===== src/rtl/vga_timing_pkg.sv =====
// Shared raster timing definitions for the VGA timing generator.
// Holds the default 640x480@60 constants, their derived totals, the
// per-axis phase encoding and a helper that maps a phase to a sync level.
package vga_timing_pkg;

    localparam int unsigned POS_W = 10;
    localparam int unsigned FC_W  = 8;

    localparam int unsigned DEF_H_ACTIVE = 640;
    localparam int unsigned DEF_H_FRONT  = 16;
    localparam int unsigned DEF_H_SYNC   = 96;
    localparam int unsigned DEF_H_BACK   = 48;
    localparam int unsigned DEF_V_ACTIVE = 480;
    localparam int unsigned DEF_V_FRONT  = 10;
    localparam int unsigned DEF_V_SYNC   = 2;
    localparam int unsigned DEF_V_BACK   = 33;

    localparam int unsigned DEF_H_TOTAL = DEF_H_ACTIVE + DEF_H_FRONT + DEF_H_SYNC + DEF_H_BACK;
    localparam int unsigned DEF_V_TOTAL = DEF_V_ACTIVE + DEF_V_FRONT + DEF_V_SYNC + DEF_V_BACK;

    // Phase of one raster axis, in scan order.
    typedef enum logic [1:0] {
        PH_ACT  = 2'd0,
        PH_FP   = 2'd1,
        PH_SYNC = 2'd2,
        PH_BP   = 2'd3
    } phase_e;

    // Sync pin level for a given phase: active level only inside the pulse.
    function automatic logic sync_level(input phase_e ph, input logic active);
        return (ph == PH_SYNC) ? active : ~active;
    endfunction

endpackage


===== src/rtl/vga_axis_counter.sv =====
// One raster axis: position counter plus phase FSM (ACT -> FP -> SYNC -> BP).
// Ports:
//   clk, rst_n  - clock, async active-low reset (resets to the last position)
//   inc         - advance one position this cycle
//   force_last  - jump to the last position (overrides inc)
//   pos         - current position, registered
//   phase_c     - phase that will hold after this edge (next-state view)
//   wrap_c      - this cycle's advance wraps TOTAL-1 -> 0
module vga_axis_counter
    import vga_timing_pkg::*;
#(
    parameter int unsigned ACTIVE = DEF_H_ACTIVE,
    parameter int unsigned FRONT  = DEF_H_FRONT,
    parameter int unsigned SYNC   = DEF_H_SYNC,
    parameter int unsigned BACK   = DEF_H_BACK
) (
    input  logic             clk,
    input  logic             rst_n,
    input  logic             inc,
    input  logic             force_last,
    output logic [POS_W-1:0] pos,
    output phase_e           phase_c,
    output logic             wrap_c
);

    localparam int unsigned TOTAL = ACTIVE + FRONT + SYNC + BACK;

    // Last position of each phase; the phase changes on the advance after it.
    localparam logic [POS_W-1:0] END_ACT  = POS_W'(ACTIVE - 1);
    localparam logic [POS_W-1:0] END_FP   = POS_W'(ACTIVE + FRONT - 1);
    localparam logic [POS_W-1:0] END_SYNC = POS_W'(ACTIVE + FRONT + SYNC - 1);
    localparam logic [POS_W-1:0] LAST     = POS_W'(TOTAL - 1);

    logic [POS_W-1:0] pos_q, pos_d;
    phase_e           phase_q, phase_d;

    // State register
    always_ff @(posedge clk or negedge rst_n) begin
        if (!rst_n) begin
            pos_q   <= LAST;
            phase_q <= PH_BP;
        end else begin
            pos_q   <= pos_d;
            phase_q <= phase_d;
        end
    end

    // Next position and phase
    always_comb begin
        pos_d   = pos_q;
        phase_d = phase_q;
        wrap_c  = 1'b0;
        if (force_last) begin
            pos_d   = LAST;
            phase_d = PH_BP;
        end else if (inc) begin
            if (pos_q == LAST) begin
                pos_d  = '0;
                wrap_c = 1'b1;
            end else begin
                pos_d = pos_q + POS_W'(1);
            end
            case (phase_q)
                PH_ACT:  if (pos_q == END_ACT)  phase_d = PH_FP;
                PH_FP:   if (pos_q == END_FP)   phase_d = PH_SYNC;
                PH_SYNC: if (pos_q == END_SYNC) phase_d = PH_BP;
                PH_BP:   if (pos_q == LAST)     phase_d = PH_ACT;
                default: phase_d = PH_BP;
            endcase
        end
    end

    assign pos     = pos_q;
    assign phase_c = phase_d;

endmodule


===== src/rtl/vga_timing_gen.sv =====
// VGA raster timing generator: hsync/vsync, active-video flag, pixel
// coordinates, line/frame start strobes and a wrapping frame counter.
// All outputs are registered; sync and display_on are derived from the
// next-state phases so they line up with hpos/vpos in the same cycle.
// Optional build macro VGA_TIMING_RESYNC_EN adds a 'resync' input that
// jumps back to the reset position on the next edge (frame_count kept).
// Ports:
//   clk, rst_n   - pixel clock, async active-low reset
//   ena          - pixel tick; state advances only when high
//   resync       - (VGA_TIMING_RESYNC_EN only) return to reset position
//   hpos, vpos   - current column / line
//   hsync, vsync - sync outputs, polarity set by SYNC_ACTIVE
//   display_on   - inside the visible area
//   line_start   - one-cycle pulse when hpos becomes 0
//   frame_start  - one-cycle pulse when (hpos,vpos) becomes (0,0)
//   frame_count  - frames started since reset, wraps at 255
module vga_timing_gen
    import vga_timing_pkg::*;
#(
    parameter int unsigned H_ACTIVE    = DEF_H_ACTIVE,
    parameter int unsigned H_FRONT     = DEF_H_FRONT,
    parameter int unsigned H_SYNC      = DEF_H_SYNC,
    parameter int unsigned H_BACK      = DEF_H_BACK,
    parameter int unsigned V_ACTIVE    = DEF_V_ACTIVE,
    parameter int unsigned V_FRONT     = DEF_V_FRONT,
    parameter int unsigned V_SYNC      = DEF_V_SYNC,
    parameter int unsigned V_BACK      = DEF_V_BACK,
    parameter logic        SYNC_ACTIVE = 1'b0
) (
    input  logic             clk,
    input  logic             rst_n,
    input  logic             ena,
`ifdef VGA_TIMING_RESYNC_EN
    input  logic             resync,
`endif
    output logic [POS_W-1:0] hpos,
    output logic [POS_W-1:0] vpos,
    output logic             hsync,
    output logic             vsync,
    output logic             display_on,
    output logic             line_start,
    output logic             frame_start,
    output logic [FC_W-1:0]  frame_count
);

    logic   resync_c;
    logic   h_wrap_c, v_wrap_c, v_inc_c;
    phase_e h_phase_c, v_phase_c;

`ifdef VGA_TIMING_RESYNC_EN
    assign resync_c = resync;
`else
    assign resync_c = 1'b0;
`endif

    // Vertical axis steps only on the tick that wraps the line.
    assign v_inc_c = ena & h_wrap_c;

    vga_axis_counter #(
        .ACTIVE (H_ACTIVE),
        .FRONT  (H_FRONT),
        .SYNC   (H_SYNC),
        .BACK   (H_BACK)
    ) u_h_axis (
        .clk        (clk),
        .rst_n      (rst_n),
        .inc        (ena),
        .force_last (resync_c),
        .pos        (hpos),
        .phase_c    (h_phase_c),
        .wrap_c     (h_wrap_c)
    );

    vga_axis_counter #(
        .ACTIVE (V_ACTIVE),
        .FRONT  (V_FRONT),
        .SYNC   (V_SYNC),
        .BACK   (V_BACK)
    ) u_v_axis (
        .clk        (clk),
        .rst_n      (rst_n),
        .inc        (v_inc_c),
        .force_last (resync_c),
        .pos        (vpos),
        .phase_c    (v_phase_c),
        .wrap_c     (v_wrap_c)
    );

    logic            hsync_q, hsync_d;
    logic            vsync_q, vsync_d;
    logic            display_on_q, display_on_d;
    logic            line_start_q, line_start_d;
    logic            frame_start_q, frame_start_d;
    logic [FC_W-1:0] frame_count_q, frame_count_d;

    // Output registers
    always_ff @(posedge clk or negedge rst_n) begin
        if (!rst_n) begin
            hsync_q       <= ~SYNC_ACTIVE;
            vsync_q       <= ~SYNC_ACTIVE;
            display_on_q  <= 1'b0;
            line_start_q  <= 1'b0;
            frame_start_q <= 1'b0;
            frame_count_q <= '0;
        end else begin
            hsync_q       <= hsync_d;
            vsync_q       <= vsync_d;
            display_on_q  <= display_on_d;
            line_start_q  <= line_start_d;
            frame_start_q <= frame_start_d;
            frame_count_q <= frame_count_d;
        end
    end

    // Next output values; wraps are already gated by ena and suppressed by resync.
    always_comb begin
        hsync_d       = sync_level(h_phase_c, SYNC_ACTIVE);
        vsync_d       = sync_level(v_phase_c, SYNC_ACTIVE);
        display_on_d  = (h_phase_c == PH_ACT) && (v_phase_c == PH_ACT);
        line_start_d  = h_wrap_c;
        frame_start_d = h_wrap_c & v_wrap_c;
        frame_count_d = frame_count_q + FC_W'(frame_start_d);
    end

    assign hsync       = hsync_q;
    assign vsync       = vsync_q;
    assign display_on  = display_on_q;
    assign line_start  = line_start_q;
    assign frame_start = frame_start_q;
    assign frame_count = frame_count_q;

endmodule

===== config.mk =====
export PLATFORM = sky130hd
export DESIGN_NAME = vga_timing_gen
export DESIGN_NICKNAME = d
export VERILOG_FILES = /design/src/rtl/vga_timing_pkg.sv /design/src/rtl/vga_axis_counter.sv /design/src/rtl/vga_timing_gen.sv
export SDC_FILE = /design/constraint.sdc
export NUM_CORES = 1
export LEC_CHECK = 0
export ABC_CLOCK_PERIOD_IN_PS = 2620
export BUFFER_PORTS_ARGS = -buffer_cell sky130_fd_sc_hd__buf_2
export CAP_MARGIN = 20
export CORE_ASPECT_RATIO = 0.75
export CORE_MARGIN = 4
export CORE_UTILIZATION = 35
export CTS_CLUSTER_SIZE = 28
export DETAILED_ROUTE_END_ITERATION = 16
export GPL_TIMING_DRIVEN = 0
export PLACE_DENSITY_LB_ADDON = 0.2
export SLEW_MARGIN = 20
export SYNTH_ARGS = -nofsm -noshare
export SYNTH_HDL_FRONTEND = slang
export SYNTH_SLANG_ARGS = --single-unit

===== constraint.sdc =====
create_clock -name clk -period 2.62 [get_ports clk]
set_input_delay 0.131 -clock clk [delete_from_list [all_inputs] [get_ports clk]]
set_output_delay 0.131 -clock clk [all_outputs]
set_load 0.01 [all_outputs]

==> results of run 1 <==
report_power, final:
group,switching (mW),internal (mW)
combinational,0.0828,0.0791
clock,0.197,0.282
sequential,0.0822,0.637
total,0.362,0.999
how the worst max path moves through the flow:
stage | endpoint | startpoint | slack, ps
4_1_cts | frame_count[6]$_DFF_PN0_ | u_h_axis.pos[9]$_DFFE_PN1P_ | 40
3_3_place_gp | frame_count[6]$_DFF_PN0_ | u_v_axis.pos[2]$_DFFE_PN1N_ | -170
2_1_floorplan | frame_count[6]$_DFF_PN0_ | u_h_axis.pos[9]$_DFFE_PN1P_ | 10
5_1_grt | frame_count[6]$_DFF_PN0_ | u_h_axis.pos[0]$_DFFE_PN1P_ | -6
3_5_place_dp | frame_count[6]$_DFF_PN0_ | u_h_axis.pos[4]$_DFFE_PN1P_ | -200
6_report | frame_count[6]$_DFF_PN0_ | u_h_axis.pos[9]$_DFFE_PN1P_ | 70
critical path: stages (launching register included):
cell and delay, ps:
sky130_fd_sc_hd__dfstp_2 530, sky130_fd_sc_hd__or3b_4 380, sky130_fd_sc_hd__or4_4 520, sky130_fd_sc_hd__clkinv_4 80
sky130_fd_sc_hd__and2_4 170, sky130_fd_sc_hd__ha_4 140, sky130_fd_sc_hd__ha_2 180, sky130_fd_sc_hd__and3_4 200
sky130_fd_sc_hd__nand3_2 90, sky130_fd_sc_hd__xnor2_2 140
sequential cells by signal (all words and copies together), names as in the netlist, 2 cells and up:
signal            count
u_h_axis.phase_q      2
frame_count           8
u_v_axis.phase_q      2
u_h_axis.pos         10
u_v_axis.pos         10
synthesized netlist by cell type, drive strengths merged (2+ instances only):
cell type   n
and4        3
inv         6
ha          6
xnor2      10
or3         2
clkbuf      2
o31ai       2
nand2b      6
nor2b       3
dfrtp      21
nand2      13
and3        3
nand4      10
a21oi       3
nand3       7
o21ai       4
nor2       13
dfstp      16
xor2        9
nor3        6
o22ai       3
nor4        3
buf         2
logic make-up (layout without fill, tap and decap cells):
kind of cell	after synthesis	in the layout	synth area share, %
and+or+nand+nor	74	74	23.90
DFF	37	37	52.98
xor gates and xnor gates	19	19	9.320
AOI/OAI and AO/OA	17	17	6.167
buffers and inverters	11	58	2.873
adders and majority gates	6	6	4.205
muxes	1	1	0.5606
repair_timing:
action,4_1_cts,5_1_grt
pin swaps,1,1
endpoints found under the hold margin,21,0
buffers inserted,2,2
resized for setup,9,4
setup endpoints to repair,4,1
cloned,0,0
hold buffers,1,0
routing by layer:
layer  track usage [%]  up-vias  routed length (um)
li1                  -      673                   -
met1             17.25      660                1932
met2             16.35       24                1635
met3             4.198        4                 192
met4             4.075        0                  50
met5                 0        -                   0
metrics by stage:
| stage | util [%] | instance area (um^2) | hold slack [ps] | setup TNS (ps) | instances |
|---|---|---|---|---|---|
| after floorplan | - | 1797 | -164.6 | 0 | 165 |
| after global placement | 41.78 | 2047 | 278.6 | -254.8 | 260 |
| after detailed placement | 41.78 | 2047 | 280.3 | -358.2 | 260 |
| after CTS | 45.12 | 2211 | 100.3 | 0 | 270 |
| after global routing | 46.07 | 2257 | 114.0 | -5.630 | 272 |
| final | 46.07 | 2257 | 113.4 | 0 | 272 |
area by class of cell:
| class | instances | area (um^2) |
|---|---|---|
| fill | 481 | 2643 |
| sequential | 37 | 945.9 |
| multi-input combinational | 117 | 862.1 |
| timing repair buffer | 40 | 215.2 |
| tap | 60 | 75.07 |
| clock buffer | 6 | 72.57 |
| clock inverter | 2 | 35.03 |
| inverter | 7 | 31.28 |
| buffer | 3 | 20.02 |
==> flow_summary.toml, run 1 <==
[cells_and_area]
num_antenna_cells = 0
drive_above_1_share_pct = 37.26
commonest_non_fill_non_tap_cell_in_the_layout = "sky130_fd_sc_hd__buf_2"
layout.cells.most_common_list = "sky130_fd_sc_hd__buf_2 (36), sky130_fd_sc_hd__dfrtp_1 (21), sky130_fd_sc_hd__dfstp_2 (16), sky130_fd_sc_hd__nor2_1 (13), sky130_fd_sc_hd__nand2_1 (12)"
layout.nets = 220
synthesis_to_finish_area_growth_pct = 26.42

[sta]
fin_skew_ps = 10.54
maximum_frequency_from_static_timing_analysis_mhz = 392.2
drv_slew = 0
layout_min_cycle_time_ps = 2550
worst-slew-pin-transition_ps = 817.2
slew-limit-headroom_pct = 45.52
setup-violations-final = 0
finalWorstSetupSlack_ps = 70.41
timing_hold_violations_final = 0
final_worst_path_cycle_share_pct = 97.31

[clocking]
cts.reportedPaths.clkPinSlew_ps = 70
clock_insertion_delay_at_the_later_pin_of_the_skew_report_ps = 290
max_clock_buf_depth = 2
tritoncts = "done"
cts.sink_count = 37
cts_made_buffers = 5
clock-root-buffer = "sky130_fd_sc_hd__clkbuf_8"
htreeDepth = 2

[worst_setup_path]
r2r_slack_ps = 70
regToRegEndpoint = "frame_count[6]$_DFF_PN0_"
critical_path_required_ps = 2790
critical_path.endpoint_type = "flip-flop"
timing.reg2reg.worst_path_depth = 9
crit_path_max_fo = 5
crit_arrival_ps = 2720
criticalPathCategory = "flip-flop to flip-flop"
r2r-start = "u_h_axis.pos[9]$_DFFE_PN1P_"
critical_path.startpoint_type = "flip-flop"

[die]
start_util_pct = 36.44
top_level_ports = 36
chipWidth_um = 90.47
floorplan_core_area_um2 = 4900
die_area_um2 = 6320
die_h_um = 69.86
num_rows = 22

[outcome]
outcome = "finished clean"

[synth]
mappedNetlistArea_um2 = 1785
synth_warnings = 0
yosysUniqueCellTypes = 40
yosysSeqAreaShare_pct = 52.98
synth_area_per_cell_um2 = 10.82
synth_seq_cells = 37
synth_top_area_share_pct = 29.43
synth_top_cells_by_area = "sky130_fd_sc_hd__dfrtp_1 (29%), sky130_fd_sc_hd__dfstp_2 (24%), sky130_fd_sc_hd__xnor2_1 (4.9%), sky130_fd_sc_hd__xor2_1 (4.4%), sky130_fd_sc_hd__ha_1 (4.2%)"
syn_inst = 165
synthesis.nets = 174
synth_top_cell_by_area = "sky130_fd_sc_hd__dfrtp_1"
number_of_enable_type_register_cells_in_the_synthesized_netlist = 0
yosys_most_used_dff = "sky130_fd_sc_hd__dfrtp_1"
async_flop_share_pct = 100.0

[power_and_ir_drop]
power-per-cell-area_nw_per_um2 = 603.0
final_power_mw = 1.361
vdd_drop_max_v = 0.0002143
static_leakage_power_nw = 1.049

[grt]
global_route.usage.total_pct = 11.94
grt_pass1_vias = 1231
grt_overflow_total = 0
grt_first_pass_wirelength_um = 6023
antenna_found_initial = 0
maximum_number_of_pins_on_one_net_before_global_route_repair = 38

[worst_hold_path]
holdPathStages = 2
whs_endpoint = "u_h_axis.pos[1]$_DFFE_PN1P_"
hold_path_startpoint = "ena"
worst_min_delay_path_category = "primary input to flip-flop"

[routing]
first_iter_violations = 51
residual_drc_count = 0
first_pass_iters = 4
routed-via-count = 1361
avgViaCountPerCell = 5.004
routedWlPerCell_um = 14.01
antenna_left = 0
detail_route.wirelength_um = 3811

[placed_design]
gp_congestion = 0.7452
io_buffer_count = 35
dpl.hpwl_um = 2590
dp_slack_ps = -198.2

[job]
max-cap-violations = 0
Power figures use the tool's default switching activity.
==> run 2, diff against run 1 <==
PLACE_DENSITY_LB_ADDON = not set   (was 0.2)
==> flow_summary.toml, run 2 (same netlist as run 1, synthesis figures left out) <==
[outcome]
outcome = "finished clean"

[cells_and_area]
drive_above_1_share_pct = 37.56
layout.nets = 221
multi_input_area_um2 = 849.6
synthesis_to_finish_area_growth_pct = 27.68
fill_cells = 478
num_antenna_cells = 0
layout.cells.most_common_list = "sky130_fd_sc_hd__buf_2 (36), sky130_fd_sc_hd__dfrtp_1 (20), sky130_fd_sc_hd__dfstp_2 (16), sky130_fd_sc_hd__nor2_1 (13), sky130_fd_sc_hd__nand2_1 (12)"
commonest_non_fill_non_tap_cell_in_the_layout = "sky130_fd_sc_hd__buf_2"
final_standard_cell_area_without_fillers_um2 = 2280
layout.area.seq_um2 = 947.2

[grt]
antenna_found_initial = 0
global_route.usage.total_pct = 12.63
grt_overflow_total = 0
grt_first_pass_wirelength_um = 6486
maximum_number_of_pins_on_one_net_before_global_route_repair = 38
grt_pass1_vias = 1325

[power_and_ir_drop]
power_report.internal_total_mw = 1.091
vdd_drop_max_v = 0.0002334
combinationalPowerShare_pct = 10.8
power-per-cell-area_nw_per_um2 = 637.0
power.switching_fraction_pct = 24.86
final_power_mw = 1.452
p_seq_share_pct = 49.3
pwr-share-clk_pct = 39.9
power_switching_mw = 0.3611
static_leakage_power_nw = 1.053

[clocking]
htreeDepth = 2
cts.sink_count = 37
clock-root-buffer = "sky130_fd_sc_hd__clkbuf_8"
cts_made_buffers = 5
clock_insertion_delay_at_the_later_pin_of_the_skew_report_ps = 280
tritoncts = "done"
max_clock_buf_depth = 2
cts.reportedPaths.clkPinSlew_ps = 80

[sta]
finalWorstSetupSlack_ps = 102.7
setup-violations-final = 0
final.hold.worst_slack_ps = 120.5
worst-slew-pin-transition_ps = 786.7
slew-limit-headroom_pct = 47.55
fin_tns_setup_ps = 0
grt_setup_unrepaired = "false"
maximum_frequency_from_static_timing_analysis_mhz = 397.3
final_worst_path_cycle_share_pct = 96.08
layout_min_cycle_time_ps = 2517
timing_hold_violations_final = 0
drv_slew = 0
fin_skew_ps = 6.313

[placed_design]
dp_slack_ps = -205.5
dpl_cell_area_um2 = 2047
gp_congestion = 0.7947
io_buffer_count = 35
dpl.hpwl_um = 2598

[routing]
first_pass_iters = 5
detail_route.wirelength_um = 3738
residual_drc_count = 0
antenna_left = 0
routed-via-count = 1359
routedWlPerCell_um = 13.69
avgViaCountPerCell = 4.978
first_iter_violations = 78

[die]
start_util_pct = 36.44
top_level_ports = 36
die_area_um2 = 6320
floorplan_core_area_um2 = 4900
num_rows = 22
die_h_um = 69.86
chipWidth_um = 90.47

[job]
max-cap-violations = 0

[worst_setup_path]
crit_arrival_ps = 2680
critical_path.endpoint_type = "flip-flop"
criticalPathCategory = "flip-flop to flip-flop"
r2r_slack_ps = 100
critical_path.startpoint_type = "flip-flop"
critical_path_required_ps = 2790
crit_path_max_fo = 5

[worst_hold_path]
worst_min_delay_path_category = "primary input to flip-flop"
[run 2: changes by cell type in the layout (fill, tap and decap cells not counted), sizes merged]
cell	change
buf	+1
clkbuf	-1
bufinv	+1
[run 2: final timing paths]
kind | cells past startpoint | end | startpoint
min in group asynchronous | 2 | frame_start$_DFF_PN0_ | rst_n
setup reg to reg | 9 | frame_count[6]$_DFF_PN0_ | u_h_axis.pos[9]$_DFFE_PN1P_
hold / removal | 2 | u_h_axis.pos[1]$_DFFE_PN1P_ | ena
max in group asynchronous | 2 | u_h_axis.pos[5]$_DFFE_PN0P_ | rst_n
setup / recovery | 9 | frame_count[6]$_DFF_PN0_ | u_h_axis.pos[9]$_DFFE_PN1P_
hold reg to reg | 1 | frame_count[7]$_DFF_PN0_ | frame_count[7]$_DFF_PN0_
[run 2: layout make-up]
class,instances,share of cell area (%)
multi-input cells,117,37.27
repair buffers,41,9.769
clock inverters,3,2.854
inverters,7,1.372
clock buffers,5,3.019
well taps,60,3.293
plain buffers,3,0.8782
flip-flops and latches,37,41.55
[run 2: layer usage]
metal  wire (um)  track usage (%)
met5           0                0
met4          35            4.584
met3         156            3.552
met2        1705            19.39
met1        1841            17.02
[run 2: repair_timing]
item                                   CTS  global route
hold buffers                             1             0
setup endpoints to repair                4             1
pin swaps                                1             2
resized for setup                        9             3
setup buffers                            2             3
endpoints found under the hold margin   21             0
[run 2: through the flow]
step	utilization, %	std cells
after floorplan	-	165
after detailed placement	41.78	260
final	46.53	273
after global routing	46.53	273
after global placement	41.78	260
after CTS	45.66	270
[run 2: power by group through the flow]
stage / Sequential (mW) / Combinational [mW] / Clock, mW
6_report: 0.716 / 0.157 / 0.579
5_1_grt: 0.729 / 0.174 / 0.616
4_1_cts: 0.718 / 0.156 / 0.593
3_5_place_dp: 0.707 / 0.174 / 0
3_3_place_gp: 0.707 / 0.172 / 0
2_1_floorplan: 0.719 / 0.0852 / 0
[run 2: worst max-delay path, stage by stage, from the launching register on]
cell and delay, ps:
sky130_fd_sc_hd__dfstp_2 540, sky130_fd_sc_hd__or3b_4 380, sky130_fd_sc_hd__or4_4 520, sky130_fd_sc_hd__clkinv_4 90, sky130_fd_sc_hd__and2_4 170, sky130_fd_sc_hd__ha_4 150
sky130_fd_sc_hd__ha_4 140, sky130_fd_sc_hd__and3_4 190, sky130_fd_sc_hd__nand3_1 90, sky130_fd_sc_hd__xnor2_1 130
==> run 3, diff against run 2 <==
CORE_UTILIZATION = 49   (was 35)
PLACE_DENSITY = 0.75   (was not set)
==> flow_summary.toml, run 3 (same netlist as run 1, synthesis figures left out) <==
[grt]
grt_pass1_vias = 1381
maximum_number_of_pins_on_one_net_before_global_route_repair = 38
global_route.usage.total_pct = 17.00
antenna_found_initial = 0
grt_overflow_total = 0
grt_first_pass_wirelength_um = 6092

[worst_setup_path]
regToRegEndpoint = "frame_count[6]$_DFF_PN0_"
r2r_slack_ps = 120
timing.critical_path.max_delay_family = "simple AND/OR/NAND/NOR gates"
crit_arrival_ps = 2680
critical_path.endpoint_type = "flip-flop"
critical_path.startpoint_type = "flip-flop"
highest_cell_delay_on_the_worst_timing_path_ps = 540
critical-path-slowest-cell = "sky130_fd_sc_hd__dfstp_2"
timing.reg2reg.worst_path_depth = 9
cp_common_cell = "sky130_fd_sc_hd__ha_4"
criticalPathCategory = "flip-flop to flip-flop"
critical_path_depth = 9
critical_path_cell_sequence = "or3b_4 > or4_4 > clkinv_4 > and2_4 > ha_4 > ha_4 > and3_4 > nand3_1 > xnor2_1"
crit_path_max_fo = 5
crit_buf_inv = 1
critical_path_required_ps = 2800
r2r-start = "u_h_axis.pos[9]$_DFFE_PN1P_"

[sta]
drv_slew = 0
setup-violations-final = 0
layout_min_cycle_time_ps = 2503
timing_hold_violations_final = 0
grt_setup_unrepaired = "false"
final_worst_path_cycle_share_pct = 95.52
maximum_frequency_from_static_timing_analysis_mhz = 399.6
fin_skew_ps = 5.429
slew-limit-headroom_pct = 47.94
worst-slew-pin-transition_ps = 781.0

[worst_hold_path]
hold_path_startpoint = "ena"
holdPathStages = 2
worst_min_delay_path_category = "primary input to flip-flop"
whs_endpoint = "u_h_axis.pos[1]$_DFFE_PN1P_"

[clocking]
clock_insertion_delay_at_the_later_pin_of_the_skew_report_ps = 290
cts.sink_count = 37
htreeDepth = 2
tritoncts = "done"
max_clock_buf_depth = 2
cts_made_buffers = 5
clock-root-buffer = "sky130_fd_sc_hd__clkbuf_8"
cts.reportedPaths.clkPinSlew_ps = 70

[routing]
routedWlPerCell_um = 14.15
detail_route.wirelength_um = 3706
routed-via-count = 1382
avgViaCountPerCell = 5.275
first_pass_iters = 4
first_iter_violations = 89
antenna_left = 0
residual_drc_count = 0

[cells_and_area]
layout.nets = 220
layout.core_utilization_pct = 66.04
commonest_non_fill_non_tap_cell_in_the_layout = "sky130_fd_sc_hd__buf_2"
layout.area.seq_um2 = 947.2
layout.cells.non_filler = 262
drive_above_1_share_pct = 37.26
fill_cells = 261
synthesis_to_finish_area_growth_pct = 25.79
multi_input_area_um2 = 849.6
layout.cells.most_common_list = "sky130_fd_sc_hd__buf_2 (36), sky130_fd_sc_hd__dfrtp_1 (20), sky130_fd_sc_hd__dfstp_2 (16), sky130_fd_sc_hd__nor2_1 (13), sky130_fd_sc_hd__nand2_1 (12)"
num_antenna_cells = 0

[outcome]
outcome = "finished clean"

[die]
top_level_ports = 36
chipWidth_um = 77.70
die_h_um = 60.28
start_util_pct = 52.50
die_area_um2 = 4683
num_rows = 18
floorplan_core_area_um2 = 3401

[placed_design]
dpl.hpwl_um = 2619
io_buffer_count = 35
placed_cell_count = 250
gp_congestion = 0.8537

[power_and_ir_drop]
static_leakage_power_nw = 1.038
power-per-cell-area_nw_per_um2 = 617.9
vdd_drop_max_v = 0.0004428
final_power_mw = 1.388

[job]
max-cap-violations = 0
==> run 3: cell count changes in the layout (fill, tap and decap cells not counted), sizes merged <==
| cell | change |
|---|---|
| clkinvlp | +1 |
| clkbuf | +1 |
| buf | -1 |
| bufinv | -1 |
| clkinv | -1 |
==> run 3: how the worst max path moves through the flow <==
stage / startpoint / end / slack, ps
3_5_place_dp: u_v_axis.pos[2]$_DFFE_PN1N_ / frame_count[6]$_DFF_PN0_ / -210
4_1_cts: u_h_axis.pos[9]$_DFFE_PN1P_ / frame_count[6]$_DFF_PN0_ / 6
6_report: u_h_axis.pos[9]$_DFFE_PN1P_ / frame_count[6]$_DFF_PN0_ / 120
2_1_floorplan: u_h_axis.pos[9]$_DFFE_PN1P_ / frame_count[6]$_DFF_PN0_ / 10
5_1_grt: u_h_axis.pos[9]$_DFFE_PN1P_ / frame_count[6]$_DFF_PN0_ / 40
3_3_place_gp: u_v_axis.pos[2]$_DFFE_PN1N_ / frame_count[6]$_DFF_PN0_ / -130
==> run 3: stage by stage <==
stage	setup slack, ps	TNS (ps)	cell area (um^2)	hold WS (ps)
floorplan	12.18	0	1797	-164.6
global placement	-130.0	-168.0	2034	239.8
detailed placement	-206.5	-384.6	2034	253.0
CTS	5.889	0	2201	92.01
global route	43.01	0	2246	110.3
finish	117.3	0	2246	101.7
==> run 3: layout make-up <==
cell class | count | share of cell area [%]
multi-input combinational | 117 | 37.83
clock buffer | 6 | 3.677
tap | 50 | 2.786
inverter | 7 | 1.393
timing repair buffer | 40 | 9.582
sequential | 37 | 42.17
clock inverter | 2 | 1.671
buffer | 3 | 0.8914
==> run 3: metal layers <==
metal / part of all wire, % / wire [um] / global-route usage, %
met5: 0 / 0 / 0
met3: 4.4 / 164 / 4.367
met4: 2.2 / 80 / 9.645
met2: 45 / 1682 / 26.95
met1: 48 / 1779 / 21.46
==> run 3: report_power, final <==
part	switching [mW]	total (mW)	internal (mW)
Sequential	0.0784	0.717	0.638
Combinational	0.0847	0.158	0.0737
Clock	0.203	0.513	0.309
==> run 3: worst reg2reg max path, stage by stage, from the launching register on <==
cell	delay, ps
sky130_fd_sc_hd__dfstp_2	540
sky130_fd_sc_hd__or3b_4	390
sky130_fd_sc_hd__or4_4	520
sky130_fd_sc_hd__clkinv_4	90
sky130_fd_sc_hd__and2_4	170
sky130_fd_sc_hd__ha_4	150
sky130_fd_sc_hd__ha_4	130
sky130_fd_sc_hd__and3_4	190
sky130_fd_sc_hd__nand3_1	90
sky130_fd_sc_hd__xnor2_1	140
==> run 3: timing repair <==
item,CTS,global route
setup buffers,2,2
resized for setup,7,4
endpoints found under the hold margin,21,0
pin swaps,1,3
endpoints found under the setup margin,4,4
hold buffers,1,0
